--- config.mk ---
export PLATFORM = sky130hd
export DESIGN_NAME = serial_compare
export DESIGN_NICKNAME = d
export VERILOG_FILES = /design/src/rtl/serial_compare_pkg.sv /design/src/rtl/serial_compare_nibble_cmp4.sv /design/src/rtl/serial_compare.sv
export SDC_FILE = /design/constraint.sdc
export NUM_CORES = 1
export LEC_CHECK = 0
export BUFFER_PORTS_ARGS = -buffer_cell sky130_fd_sc_hd__buf_2
export CAP_MARGIN = 20
export CORE_UTILIZATION = 35
export DETAILED_ROUTE_END_ITERATION = 16
export GPL_TIMING_DRIVEN = 0
export PLACE_DENSITY = 0.63
export SKIP_LAST_GASP = 1
export SLEW_MARGIN = 10
export SYNTH_ARGS = -nofsm -noshare
export SYNTH_HDL_FRONTEND = slang
export SYNTH_HIERARCHICAL = 1
export SYNTH_SLANG_ARGS = --single-unit
export TNS_END_PERCENT = 20
--- constraint.sdc ---
create_clock -name iClk -period 3.4 [get_ports iClk]
set_input_delay 0.51 -clock iClk [delete_from_list [all_inputs] [get_ports iClk]]
set_output_delay 0.51 -clock iClk [all_outputs]
set_load 0.02 [all_outputs]
--- src/rtl/serial_compare_pkg.sv ---
// serial_compare_pkg
// Shared definitions for the nibble-serial magnitude comparator.
//   CMP_GT / CMP_EQ / CMP_LT : one-hot result encoding (bit2 A>B, bit1 A==B,
//                              bit0 A<B), also used as the cascade encoding of
//                              nibble_cmp4.
//   CMP_NONE                 : result value shown between reset and first result.
//   state_e                  : controller state encoding.
package serial_compare_pkg;

  localparam logic [2:0] CMP_GT   = 3'b100;
  localparam logic [2:0] CMP_EQ   = 3'b010;
  localparam logic [2:0] CMP_LT   = 3'b001;
  localparam logic [2:0] CMP_NONE = 3'b000;

  typedef enum logic [1:0] {
    IDLE = 2'd0,
    CMP  = 2'd1,
    DONE = 2'd2
  } state_e;

endpackage

--- src/rtl/serial_compare_nibble_cmp4.sv ---
// nibble_cmp4
// Combinational 4-bit magnitude comparator with a one-hot cascade input,
// behaving like a classic cascadable comparator slice: when the two nibbles
// differ the local result wins, otherwise the cascade input is passed through.
// Ports:
//   a_i    [3:0]  nibble of operand A
//   b_i    [3:0]  nibble of operand B
//   casc_i [2:0]  one-hot result of the more significant stages
//   res_o  [2:0]  one-hot result (100 A>B, 010 A==B, 001 A<B)
module nibble_cmp4
  import serial_compare_pkg::*;
(
  input  logic [3:0] a_i,
  input  logic [3:0] b_i,
  input  logic [2:0] casc_i,
  output logic [2:0] res_o
);

  // Local inequality decides; equality defers to the cascade input.
  always_comb begin
    res_o = casc_i;
    if (a_i > b_i) begin
      res_o = CMP_GT;
    end else if (a_i < b_i) begin
      res_o = CMP_LT;
    end
  end

endmodule

--- src/rtl/serial_compare.sv ---
// serial_compare
// Compares two W-bit operands (W = 4*NIBBLES) one nibble per clock, most
// significant nibble first, stopping at the first nibble that differs.
// Optional build macro: SERIAL_COMPARE_SIGNED_EN -- when defined the operands
// are treated as two's complement by inverting the sign bit of both operands
// in the MSB nibble compare; when undefined the compare is unsigned.
// Ports:
//   iClk            clock, all state changes on the rising edge
//   iRst            synchronous active-high reset
//   iStart          request pulse, accepted only in IDLE
//   iData_a [W-1:0] operand A, latched when the request is accepted
//   iData_b [W-1:0] operand B, latched when the request is accepted
//   oBusy           high while nibbles are being compared
//   oDone           one-cycle pulse when oData is updated
//   oData   [2:0]   one-hot result: 100 A>B, 010 A==B, 001 A<B
module serial_compare
  import serial_compare_pkg::*;
#(
  parameter int NIBBLES = 4
) (
  input  logic                   iClk,
  input  logic                   iRst,
  input  logic                   iStart,
  input  logic [4*NIBBLES-1:0]   iData_a,
  input  logic [4*NIBBLES-1:0]   iData_b,
  output logic                   oBusy,
  output logic                   oDone,
  output logic [2:0]             oData
);

  localparam int W  = 4 * NIBBLES;
  localparam int IW = (NIBBLES > 1) ? $clog2(NIBBLES) : 1;
  localparam logic [IW-1:0] IDX_MSB = IW'(NIBBLES - 1);

  state_e          state_q;
  logic [W-1:0]    opA_q;
  logic [W-1:0]    opB_q;
  logic [IW-1:0]   nibIdx_q;
  logic [2:0]      finalRes_q;

  logic [3:0]      nibA;
  logic [3:0]      nibB;
  logic [2:0]      nibRes;

  // Select the nibble pair addressed by the current index. The operand
  // registers themselves are never modified, so sign handling is applied
  // only to the selected MSB nibble copy.
  always_comb begin
    nibA = '0;
    nibB = '0;
    for (int n = 0; n < NIBBLES; n++) begin
      if (nibIdx_q == IW'(n)) begin
        nibA = opA_q[n*4 +: 4];
        nibB = opB_q[n*4 +: 4];
      end
    end
`ifdef SERIAL_COMPARE_SIGNED_EN
    if (nibIdx_q == IDX_MSB) begin
      nibA[3] = ~nibA[3];
      nibB[3] = ~nibB[3];
    end
`endif
  end

  nibble_cmp4 uNibbleCmp (
    .a_i    (nibA),
    .b_i    (nibB),
    .casc_i (CMP_EQ),
    .res_o  (nibRes)
  );

  // Controller with registered outputs. The final result is held in
  // finalRes_q while in DONE and only copied to oData on the way back to
  // IDLE, so oData never shows a partial nibble result.
  always_ff @(posedge iClk) begin
    if (iRst) begin
      state_q    <= IDLE;
      opA_q      <= '0;
      opB_q      <= '0;
      nibIdx_q   <= '0;
      finalRes_q <= CMP_NONE;
      oBusy      <= 1'b0;
      oDone      <= 1'b0;
      oData      <= CMP_NONE;
    end else begin
      oDone <= 1'b0;
      case (state_q)
        IDLE: begin
          if (iStart) begin
            opA_q    <= iData_a;
            opB_q    <= iData_b;
            nibIdx_q <= IDX_MSB;
            oBusy    <= 1'b1;
            state_q  <= CMP;
          end
        end
        CMP: begin
          if (nibRes != CMP_EQ) begin
            finalRes_q <= nibRes;
            oBusy      <= 1'b0;
            state_q    <= DONE;
          end else if (nibIdx_q == '0) begin
            finalRes_q <= CMP_EQ;
            oBusy      <= 1'b0;
            state_q    <= DONE;
          end else begin
            nibIdx_q <= nibIdx_q - 1'b1;
          end
        end
        DONE: begin
          oData   <= finalRes_q;
          oDone   <= 1'b1;
          state_q <= IDLE;
        end
        default: begin
          oBusy   <= 1'b0;
          state_q <= IDLE;
        end
      endcase
    end
  end

endmodule

==> impl_metrics.yaml, run 1 <==
status:
  outcome: "finished clean"
worst_setup_path:
  max_stage_delay_ns: 0.43
  startpoint: "nibIdx_q[0]"
  required_ns: 3.64
  crit_path_cell_trace: "inv_1 -> ha_1 -> nor2b_1 -> buf_4 -> a221oi_1 -> o31ai_1 -> ha_1 -> o211ai_2 -> a22o_1 -> nor4b_4 -> buf_4 -> a21oi_1 -> a21oi_1"
  reg2reg_to: "nibIdx_q[0]"
  cp.arrival_ns: 3.42
  startpoint_type: "flop"
  r2r_cells: 13
  rrSetupSlack_ns: 0.22
  critical_path_class: "reg -> reg"
  worst_setup_path_end_kind: "flop"
  r2r_start: "nibIdx_q[0]"
  crit_fanout: 8
  slowest_stage: "nor4b_4"
final_layout:
  final_common_cell: "nand2_1"
  area_growth_pct: 20.1
  fin_nets: 341
  drive_gt1_share_pct: 22.1
  final_area_sq_mm: 0.00241
  layout_common_cells: "nand2_1 (75), buf_2 (46), dfxtp_1 (43), a21oi_1 (38), nor2b_1 (11)"
  fillers: 577
  num_antenna_cells: 0
floorplan:
  die_area_sq_mm: 0.00604
  die_x_microns: 77.7
  num_rows: 27
  start_util_pct: 36.4
  pin_count: 40
  coreArea_sq_mm: 0.00551
  die_h_microns: 77.7
yosys:
  yosys_warnings: 6
  synth_area_leaders: "dfxtp_1 (44%), nand2_1 (14%), a21oi_1 (9.7%)"
  netlist.area_leader.share_pct: 43.9
  seq_area_frac_synth_pct: 43.9
  syn_area_sq_mm: 0.00201
  netlist_instances: 250
  synth_seq_cells: 44
  yosysTopAreaCell: "dfxtp_1"
  synth_cell_type_count: 32
  avgSynthCellArea_sq_um: 8.03
route:
  highest_layer: "met4"
  drc: 0
  num_vias: 1780
  routedWlPerCell_microns: 12.5
  drtIter0Drc: 79
  route.met2.wl_microns: 2030
  routed_wl_microns: 4620
  postRouteAntennaNets: 0
  wl_met3_microns: 196
  wl_met1_microns: 2300
  dr.pass1.iters: 4
  via_per_inst: 4.80
worst_hold_path:
  hp-class: "in -> reg"
  holdPathStages: 3
  whs_endpoint: "opB_q[3]"
  worstHoldStart: "iData_b[3]"
grt:
  gr-total-overflow: 0
  grt_usage_pct: 16.5
  grt_first_pass_wirelength_microns: 7750
  grt_pass1_vias: 1693
  antenna_found_initial: 0
  grt_max_degree: 13
sta:
  drv_slew: 0
  finalSetupTns_ns: 0
  max_clock_freq_ghz: 0.314
  setup_viol_count_final: 0
  relSlewSlack_pct: 66.0
  timing.final.crit_period_ns: 3.18
  fin_skew_ns: 0.00549
  worst_slack_ns: 0.218
  hold_violations: 0
  whs_ns: 0.444
  tightest_slew_ns: 0.510
  fin_crit_sh_pct: 93.6
pwr:
  vdd_drop_max_uv: 188
  power.density_mw_per_mm2: 475
  p_leak_nw: 1.01
placed_design:
  place.gp.congestion: 0.802
  hpwl_microns: 3390
  portBuffers: 38
  placedInstanceArea_sq_mm: 0.00229
  place_ws_ns: 0.109
cts:
  path_clk_slew_ns: 0.08
  clockBufferDepth: 2
  cts_tree: "built"
  cts_buffers: 5
  cts_max_level: 2
  clockRootBuffer: "clkbuf_8"
  clock_sinks: 44
  worstSkewPairLatency_ns: 0.30
run:
  maxCapViolCount: 0
-- report_power, final --
group / total, mW / switching (mW) / internal (mW)
clock: 0.333 / 0.168 / 0.166
sequential: 0.570 / 0.0216 / 0.548
combinational: 0.243 / 0.138 / 0.105
total: 1.15 / 0.327 / 0.819
-- critical path: cells and delay by family (launching register included) --
family | cells | cell delay [ns]
adder cells (fa/ha/maj) | 2 | 0.60
AO/OA/AOI/OAI | 6 | 1.09
buffers and inverters | 3 | 0.46
AND/OR/NAND/NOR | 2 | 0.57
flip-flops | 1 | 0.39
-- timing repair --
item	CTS	global route
setup buffers	0	2
resized for setup	0	7
hold buffers	0	0
setup endpoints to repair	0	7
-- flip-flops by register name (all words and copies together), names as in the netlist --
signal,count
opB_q,16
finalRes_q,3
opA_q,16
state_q,2
oDone,1
oBusy,1
nibIdx_q,2
oData,3
-- final cells by class --
class | count | area [sq um] | share of cell area, %
sequential | 44 | 882 | 36.6
buffer | 18 | 82.6 | 3.43
timing repair buffer | 40 | 205 | 8.51
clock buffer | 8 | 90.1 | 3.74
inverter | 7 | 26.3 | 1.09
tap | 72 | 90.1 | 3.74
multi-input combinational | 182 | 1030 | 42.9
-- metal layers --
metal	vias up	track usage, %
li1	938	-
met1	798	22.0
met2	37	25.8
met3	7	2.94
met4	0	7.92
met5	-	0
-- cell families after synthesis --
logic type	after synthesis	synth area share (%)
compound gates	65	20.2
fa+ha+maj	8	4.99
buf+inv	25	5.24
flops	44	43.9
mux	3	1.50
other cells	2	0.374
simple gates	103	23.8
-- worst max-delay path by stage --
stage	end	slack (ns)
after floorplan	nibIdx_q[1]	0.46
after global placement	nibIdx_q[1]	0.13
after detailed placement	nibIdx_q[1]	0.11
after CTS	nibIdx_q[1]	0.07
after global routing	nibIdx_q[1]	-0.06
final	nibIdx_q[0]	0.22
-- stage by stage --
step,util (%),cells,power [mW]
CTS,43.2,369,1.15
finish,43.8,371,1.15
floorplan,-,251,0.751
global placement,41.6,361,0.813
detailed placement,41.6,361,0.817
global route,43.8,371,1.21
-- Yosys cell counts --
cell type / instances
nand2b_1: 2
nand2_1: 75
o21ai_0: 2
clkbuf_1: 7
and4_1: 1
dfxtp_1: 44
mux2i_1: 3
a311oi_1: 1
a21oi_1: 39
a31o_2: 1
nor2b_1: 11
conb_1: 2
nand3b_1: 1
buf_1: 2
or3b_1: 1
o21bai_1: 1
or3_2: 1
nor2b_4: 1
o31ai_1: 8
a211oi_1: 1
o211ai_2: 1
buf_2: 9
nor3b_2: 1
nor4b_4: 1
inv_1: 7
nor3_1: 2
a22oi_1: 1
a22o_1: 1
a221oi_1: 8
ha_1: 8
nor2_1: 6
a21oi_2: 1
(Power assumes the default switching activity.)
==> run 2, diff against run 1 <==
--- a/config.mk
+++ b/config.mk
@@ -10,11 +10,10 @@
 export CORE_UTILIZATION = 35
 export DETAILED_ROUTE_END_ITERATION = 16
 export GPL_TIMING_DRIVEN = 0
-export PLACE_DENSITY = 0.63
+export PLACE_DENSITY = 0.65
 export SKIP_LAST_GASP = 1
 export SLEW_MARGIN = 10
 export SYNTH_ARGS = -nofsm -noshare
 export SYNTH_HDL_FRONTEND = slang
-export SYNTH_HIERARCHICAL = 1
 export SYNTH_SLANG_ARGS = --single-unit
 export TNS_END_PERCENT = 20
==> constraint.sdc (replaced) <==
create_clock -name iClk -period 2.6 [get_ports iClk]
set_input_delay 0.39 -clock iClk [delete_from_list [all_inputs] [get_ports iClk]]
set_output_delay 0.39 -clock iClk [all_outputs]
set_load 0.02 [all_outputs]
==> run 2 against run 1 <==
Effect of this change:
- worst setup slack lost 0.098 ns
- area after synthesis up 0.19%
- sequential power grew 34%
- first-iteration DRC count is 13% lower
- total power up 53%
- sequential cell count unchanged
- global-route usage is 0.24 points lower
- clock skew increased by 0.0043 ns
- cell count up 1.9%
- largest cell class unchanged
- highest routed layer unchanged
==> impl_metrics.yaml, run 2 <==
worst_setup_path:
  crit_fanout: 10
  r2r_start: "nibIdx_q[1]"
  cp.arrival_ns: 2.67
  critical_path_class: "reg -> reg"
  reg2reg_to: "finalRes_q[1]"
  rrSetupSlack_ns: 0.12
  required_ns: 2.79
  r2r_cells: 11
  worst_setup_path_end_kind: "flop"
  startpoint_type: "flop"
  startpoint: "nibIdx_q[1]"
route:
  routedWlPerCell_microns: 12.2
  routed_wl_microns: 4630
  drc: 0
  drtIter0Drc: 69
  via_per_inst: 4.80
  postRouteAntennaNets: 0
  dr.pass1.iters: 4
  num_vias: 1815
yosys:
  yosysTopAreaCell: "dfxtp_1"
  ys.flop_type: "dfxtp_1"
  yosys_warnings: 0
  avgSynthCellArea_sq_um: 7.73
  synth_cell_type_count: 28
  synth-async-reset-ratio_pct: 0
  mappedNetlistNets: 303
  synthTopCellsByCount: "nand2_1 (80), a21oi_1 (53), dfxtp_1 (44)"
  netlist_instances: 260
  synth-edff-count: 0
  synth_most_common_cell: "nand2_1"
  synth_seq_cells: 44
  syn_area_sq_mm: 0.00201
  netlist.area_leader.share_pct: 43.8
  seq_area_frac_synth_pct: 43.8
  synth_area_leaders: "dfxtp_1 (44%), nand2_1 (15%), a21oi_1 (13%)"
grt:
  grt_max_degree: 14
  gr-total-overflow: 0
  antenna_found_initial: 0
  grt_usage_pct: 16.3
  grt_first_pass_wirelength_microns: 7730
  grt_pass1_vias: 1734
placed_design:
  place.gp.congestion: 0.791
  portBuffers: 38
  dp_cells: 370
  hpwl_microns: 3310
pwr:
  p_switching_mw: 0.500
  power.internal_mw: 1.25
  power.density_mw_per_mm2: 696
  vdd_drop_max_uv: 330
  comb_power_share_pct: 24.4
  p_sw_share_pct: 28.5
  fin_total_pwr_mw: 1.75
  pwr-share-clk_pct: 32.2
  p_leak_nw: 1.02
  p_seq_share_pct: 43.4
sta:
  fin_skew_ns: 0.00976
  hold_violations: 0
  fin_crit_sh_pct: 95.4
  setup_viol_count_final: 0
  tightest_slew_ns: 0.521
  relSlewSlack_pct: 65.3
  timing.final.crit_period_ns: 2.48
  drv_slew: 0
  max_clock_freq_ghz: 0.403
final_layout:
  instances_no_fill: 378
  area_growth_pct: 25.2
  register_area_sq_um: 888
  final_common_cell: "nand2_1"
  num_antenna_cells: 0
  drive_gt1_share_pct: 23.9
  top_regs: "opA_q: 16 flops, opB_q: 16 flops"
  multi_input_area_sq_mm: 0.00107
  fin_nets: 348
  layout_common_cells: "nand2_1 (80), a21oi_1 (51), buf_2 (42), dfxtp_1 (42), clkbuf_8 (8)"
  fillers: 563
floorplan:
  pin_count: 40
  die_area_sq_mm: 0.00605
  num_rows: 27
  die_h_microns: 77.8
  start_util_pct: 36.5
  die_x_microns: 77.8
  coreArea_sq_mm: 0.00551
worst_hold_path:
  whs_endpoint: "nibIdx_q[1]"
  holdPathStages: 2
  hp-class: "in -> reg"
  worstHoldStart: "iRst"
cts:
  clock_sinks: 44
  cts_tree: "built"
  clockBufferDepth: 2
  worstSkewPairLatency_ns: 0.29
  cts_max_level: 2
  cts_buffers: 5
  clockRootBuffer: "clkbuf_8"
  path_clk_slew_ns: 0.09
run:
  maxCapViolCount: 0
status:
  outcome: "finished clean"
run 2: cell types whose count changed after synthesis, sizes merged, moves of 3 or more:
cell	change
nand2	+5
o21ai	+8
buf	-6
clkbuf	+6
nor2b	-9
nand3b	+3
a21oi	+13
o31ai	-8
a22oi	+3
a221oi	-7
run 2: cell families after synthesis:
group | share of synthesized area, %
AND/OR/NAND/NOR | 21.8
AO/OA/AOI/OAI | 21.7
flip-flops | 43.8
buffers and inverters | 6.16
adder cells (fa/ha/maj) | 4.98
multiplexers | 1.49
run 2: area by class of cell:
cell class              instances  area share [%]
flip-flops and latches         44            35.3
multi-input cells             189            42.4
clock inverters                 1            1.19
repair buffers                 39            7.85
plain buffers                  17            4.47
clock buffers                   7            3.83
inverters                       9            1.34
well taps                      72            3.58
run 2: worst max-delay path, cell delays in order, from the launching register on:
cell and delay [ns]:
dfxtp_4 0.37, inv_2 0.11, ha_4 0.18, buf_4 0.18, nand2_1 0.07, a21oi_1 0.16, a21oi_2 0.06, o21ai_1 0.14
ha_2 0.33, a21o_2 0.23, or3_1 0.39, and3_1 0.17
run 2: per-layer routing:
layer  vias to the layer above  wire [microns]  part of all wire [%]  global-route usage [%]
met5                         -               0                     0                       0
met4                         0              50                   1.1                    4.53
met3                         4             152                   3.3                    3.76
met1                       828            2220                    48                    20.1
li1                        958               -                     -                       -
met2                        25            2200                    48                    28.1
run 2: timing repair:
item                       4_1_cts  5_1_grt
setup endpoints to repair        8        6
hold buffers                     0        0
resized for setup               16       22
pin swaps                        3        8
buffers inserted                 0        1
run 2: worst max-delay path by stage:
stage	slack, ns	cells after the start	end
global placement	-0.37	12	nibIdx_q[1]
finish	0.12	11	finalRes_q[1]
floorplan	0.10	12	nibIdx_q[1]
detailed placement	-0.38	12	nibIdx_q[0]
global route	-0.01	8	nibIdx_q[1]
CTS	0.002	12	nibIdx_q[1]
run 2: power by group through the flow:
stage	clock [mW]	combinational [mW]	sequential, mW
6_report	0.564	0.428	0.761
5_1_grt	0.604	0.478	0.769
4_1_cts	0.578	0.393	0.758
3_5_place_dp	0	0.363	0.773
3_3_place_gp	0	0.358	0.771
2_1_floorplan	0	0.265	0.769
run 2: per-stage QoR:
stage                     util, %  TNS [ns]  hold WS, ns  area, sq um  setup slack (ns)
after CTS                    44.6         0        0.295         2460           0.00195
after global routing         45.7   -0.0121        0.295         2520           -0.0121
after floorplan                 -         0        0.436         2010             0.103
after global placement       41.6     -1.92        0.443         2290            -0.365
final                        45.7         0        0.296         2520             0.119
after detailed placement     41.6     -2.00        0.447         2290            -0.383
==> run 3, diff against run 2 <==
--- a/config.mk
+++ b/config.mk
@@ -7,9 +7,11 @@
 export LEC_CHECK = 0
 export BUFFER_PORTS_ARGS = -buffer_cell sky130_fd_sc_hd__buf_2
 export CAP_MARGIN = 20
+export CORE_ASPECT_RATIO = 0.7
 export CORE_UTILIZATION = 35
 export DETAILED_ROUTE_END_ITERATION = 16
 export GPL_TIMING_DRIVEN = 0
+export HOLD_SLACK_MARGIN = 0.03
 export PLACE_DENSITY = 0.65
 export SKIP_LAST_GASP = 1
 export SLEW_MARGIN = 10
==> run 3 against run 2 <==
Effect of this change:
- clock skew down 0.00067 ns
- via count up 2.1%
- wire length up 5.2%
- largest cell class unchanged
- first-iteration DRC count down 8.7%
- sequential power about the same
- non-clock buffer count up 3
- critical path depth unchanged
- worst setup slack worse by 0.10 ns
- sequential share of layout area up 0.23 points
- final area down 0.65%
==> impl_metrics.yaml, run 3 (synthesis gave the netlist of run 2 again) <==
final_layout:
  top_regs: "opA_q: 16 flops, opB_q: 16 flops"
  final_common_cell: "nand2_1"
  drive_gt1_share_pct: 23.9
  area_growth_pct: 24.4
  fin_nets: 351
  layout_common_cells: "nand2_1 (80), a21oi_1 (50), buf_2 (42), dfxtp_1 (42), clkbuf_1 (9)"
  num_antenna_cells: 0
  final_core_util_pct: 46.4
sta:
  setup_viol_count_final: 0
  fin_crit_sh_pct: 99.3
  timing.final.crit_period_ns: 2.58
  rsz0062_at_grt: "yes"
  tightest_slew_ns: 0.532
  hold_violations: 0
  fin_skew_ns: 0.00908
  relSlewSlack_pct: 64.5
  max_clock_freq_ghz: 0.387
  drv_slew: 0
cts:
  cts_tree: "built"
  worstSkewPairLatency_ns: 0.30
  cts_max_level: 2
  clockRootBuffer: "clkbuf_8"
  clockBufferDepth: 2
  ctsHoldBuffers: 0
  clock_sinks: 44
  cts_buffers: 5
  path_clk_slew_ns: 0.08
worst_hold_path:
  holdPathStages: 2
  worstHoldStart: "iRst"
  whs_endpoint: "nibIdx_q[1]"
  hp-class: "in -> reg"
pwr:
  vdd_drop_max_uv: 236
  p_seq_share_pct: 46.2
  p_sw_share_pct: 30.7
  pwr-share-clk_pct: 26.7
  power.internal_mw: 1.14
  p_switching_mw: 0.508
  fin_total_pwr_mw: 1.65
  comb_power_share_pct: 27.0
  power.density_mw_per_mm2: 660
  p_leak_nw: 1.02
floorplan:
  start_util_pct: 37.3
  pin_count: 40
  num_rows: 22
  die_x_microns: 92.6
  die_area_sq_mm: 0.00606
  coreArea_sq_mm: 0.00540
  die_h_microns: 65.4
worst_setup_path:
  worst_setup_path_end_kind: "flop"
  reg2reg_to: "nibIdx_q[0]"
  rrSetupSlack_ns: 0.02
  r2r_start: "nibIdx_q[1]"
  startpoint_type: "flop"
  r2r_cells: 11
  crit_fanout: 10
  required_ns: 2.80
  critical_path_class: "reg -> reg"
  cp.arrival_ns: 2.78
grt:
  grt_first_pass_wirelength_microns: 8160
  grt_usage_pct: 17.6
  grt_pass1_vias: 1726
  antenna_found_initial: 0
  gr-total-overflow: 0
  grt_max_degree: 13
placed_design:
  portBuffers: 38
  place.gp.congestion: 0.817
  hpwl_microns: 3500
run:
  maxCapViolCount: 0
route:
  routedWlPerCell_microns: 12.8
  via_per_inst: 4.87
  dr.pass1.iters: 4
  routed_wl_microns: 4870
  drc: 0
  num_vias: 1854
  postRouteAntennaNets: 0
  drtIter0Drc: 63
status:
  outcome: "finished clean"
==> run 3: changes by cell type in the layout (fill, tap and decap cells not counted), moves of 2 or more <==
cell / previous run / this run
buf_4: 2 / 4
clkbuf_1: 7 / 9
o21ai_0: 3 / 7
o21ai_1: 7 / 3
==> run 3: critical path, cell delays in order (launching register included) <==
cell and delay [ns]:
dfxtp_4 0.37, inv_2 0.11, ha_4 0.18, buf_8 0.13, nand2_1 0.05, o21ai_0 0.25
a22oi_1 0.14, ha_1 0.35, nand4_4 0.12, a311oi_4 0.38, a211oi_1 0.14, a311oi_1 0.26
==> run 3: power groups by stage <==
stage                     registers [mW]  clock network, mW  logic (mW)
final                              0.764              0.441       0.447
after global routing               0.771              0.483       0.503
after global placement             0.773                  0       0.355
after floorplan                    0.769                  0       0.265
after detailed placement           0.775                  0       0.362
after CTS                          0.761              0.454       0.401
==> run 3: area by class of cell <==
type                            count  area, sq um
Fill cell                         583         2890
Multi-Input combinational cell    189         1070
Sequential cell                    44          888
Timing Repair Buffer               42          220
Buffer                             17          110
Clock buffer                        8         90.1
Tap cell                           72         90.1
Inverter                            9         36.3
==> run 3: timing repair <==
action	4_1_cts	5_1_grt
gates resized for setup	18	14
pin swaps	4	8
endpoints found under the setup margin	8	7
setup buffers	0	4
==> run 3: layer usage <==
layer	GRT usage [%]	vias up	part of all wire, %	wire length [microns]
met2	25.8	52	41	2010
li1	-	964	-	-
met5	0	-	0	0
met1	25.5	835	51	2490
met3	4.75	3	7.2	352
met4	4.10	0	0.39	19
==> run 3: metrics by stage <==
stage	setup TNS (ns)	worst slack, ns	cell area, sq um	hold slack (ns)	instances
after floorplan	0	0.103	2010	0.436	260
after global placement	-1.66	-0.331	2290	0.445	370
after detailed placement	-1.81	-0.367	2290	0.447	370
after CTS	0	0.00145	2440	0.293	377
after global routing	-0.351	-0.118	2500	0.289	381
final	0	0.0172	2500	0.297	381
==> run 3: worst max path at each step <==
stage / from / endpoint / slack (ns) / depth (start not counted)
after floorplan: nibIdx_q[0] / nibIdx_q[1] / 0.10 / 12
after global placement: nibIdx_q[0] / nibIdx_q[1] / -0.33 / 12
after detailed placement: nibIdx_q[0] / nibIdx_q[1] / -0.37 / 12
after CTS: nibIdx_q[0] / nibIdx_q[1] / 0.001 / 12
after global routing: nibIdx_q[0] / nibIdx_q[1] / -0.12 / 12
final: nibIdx_q[1] / nibIdx_q[0] / 0.02 / 11
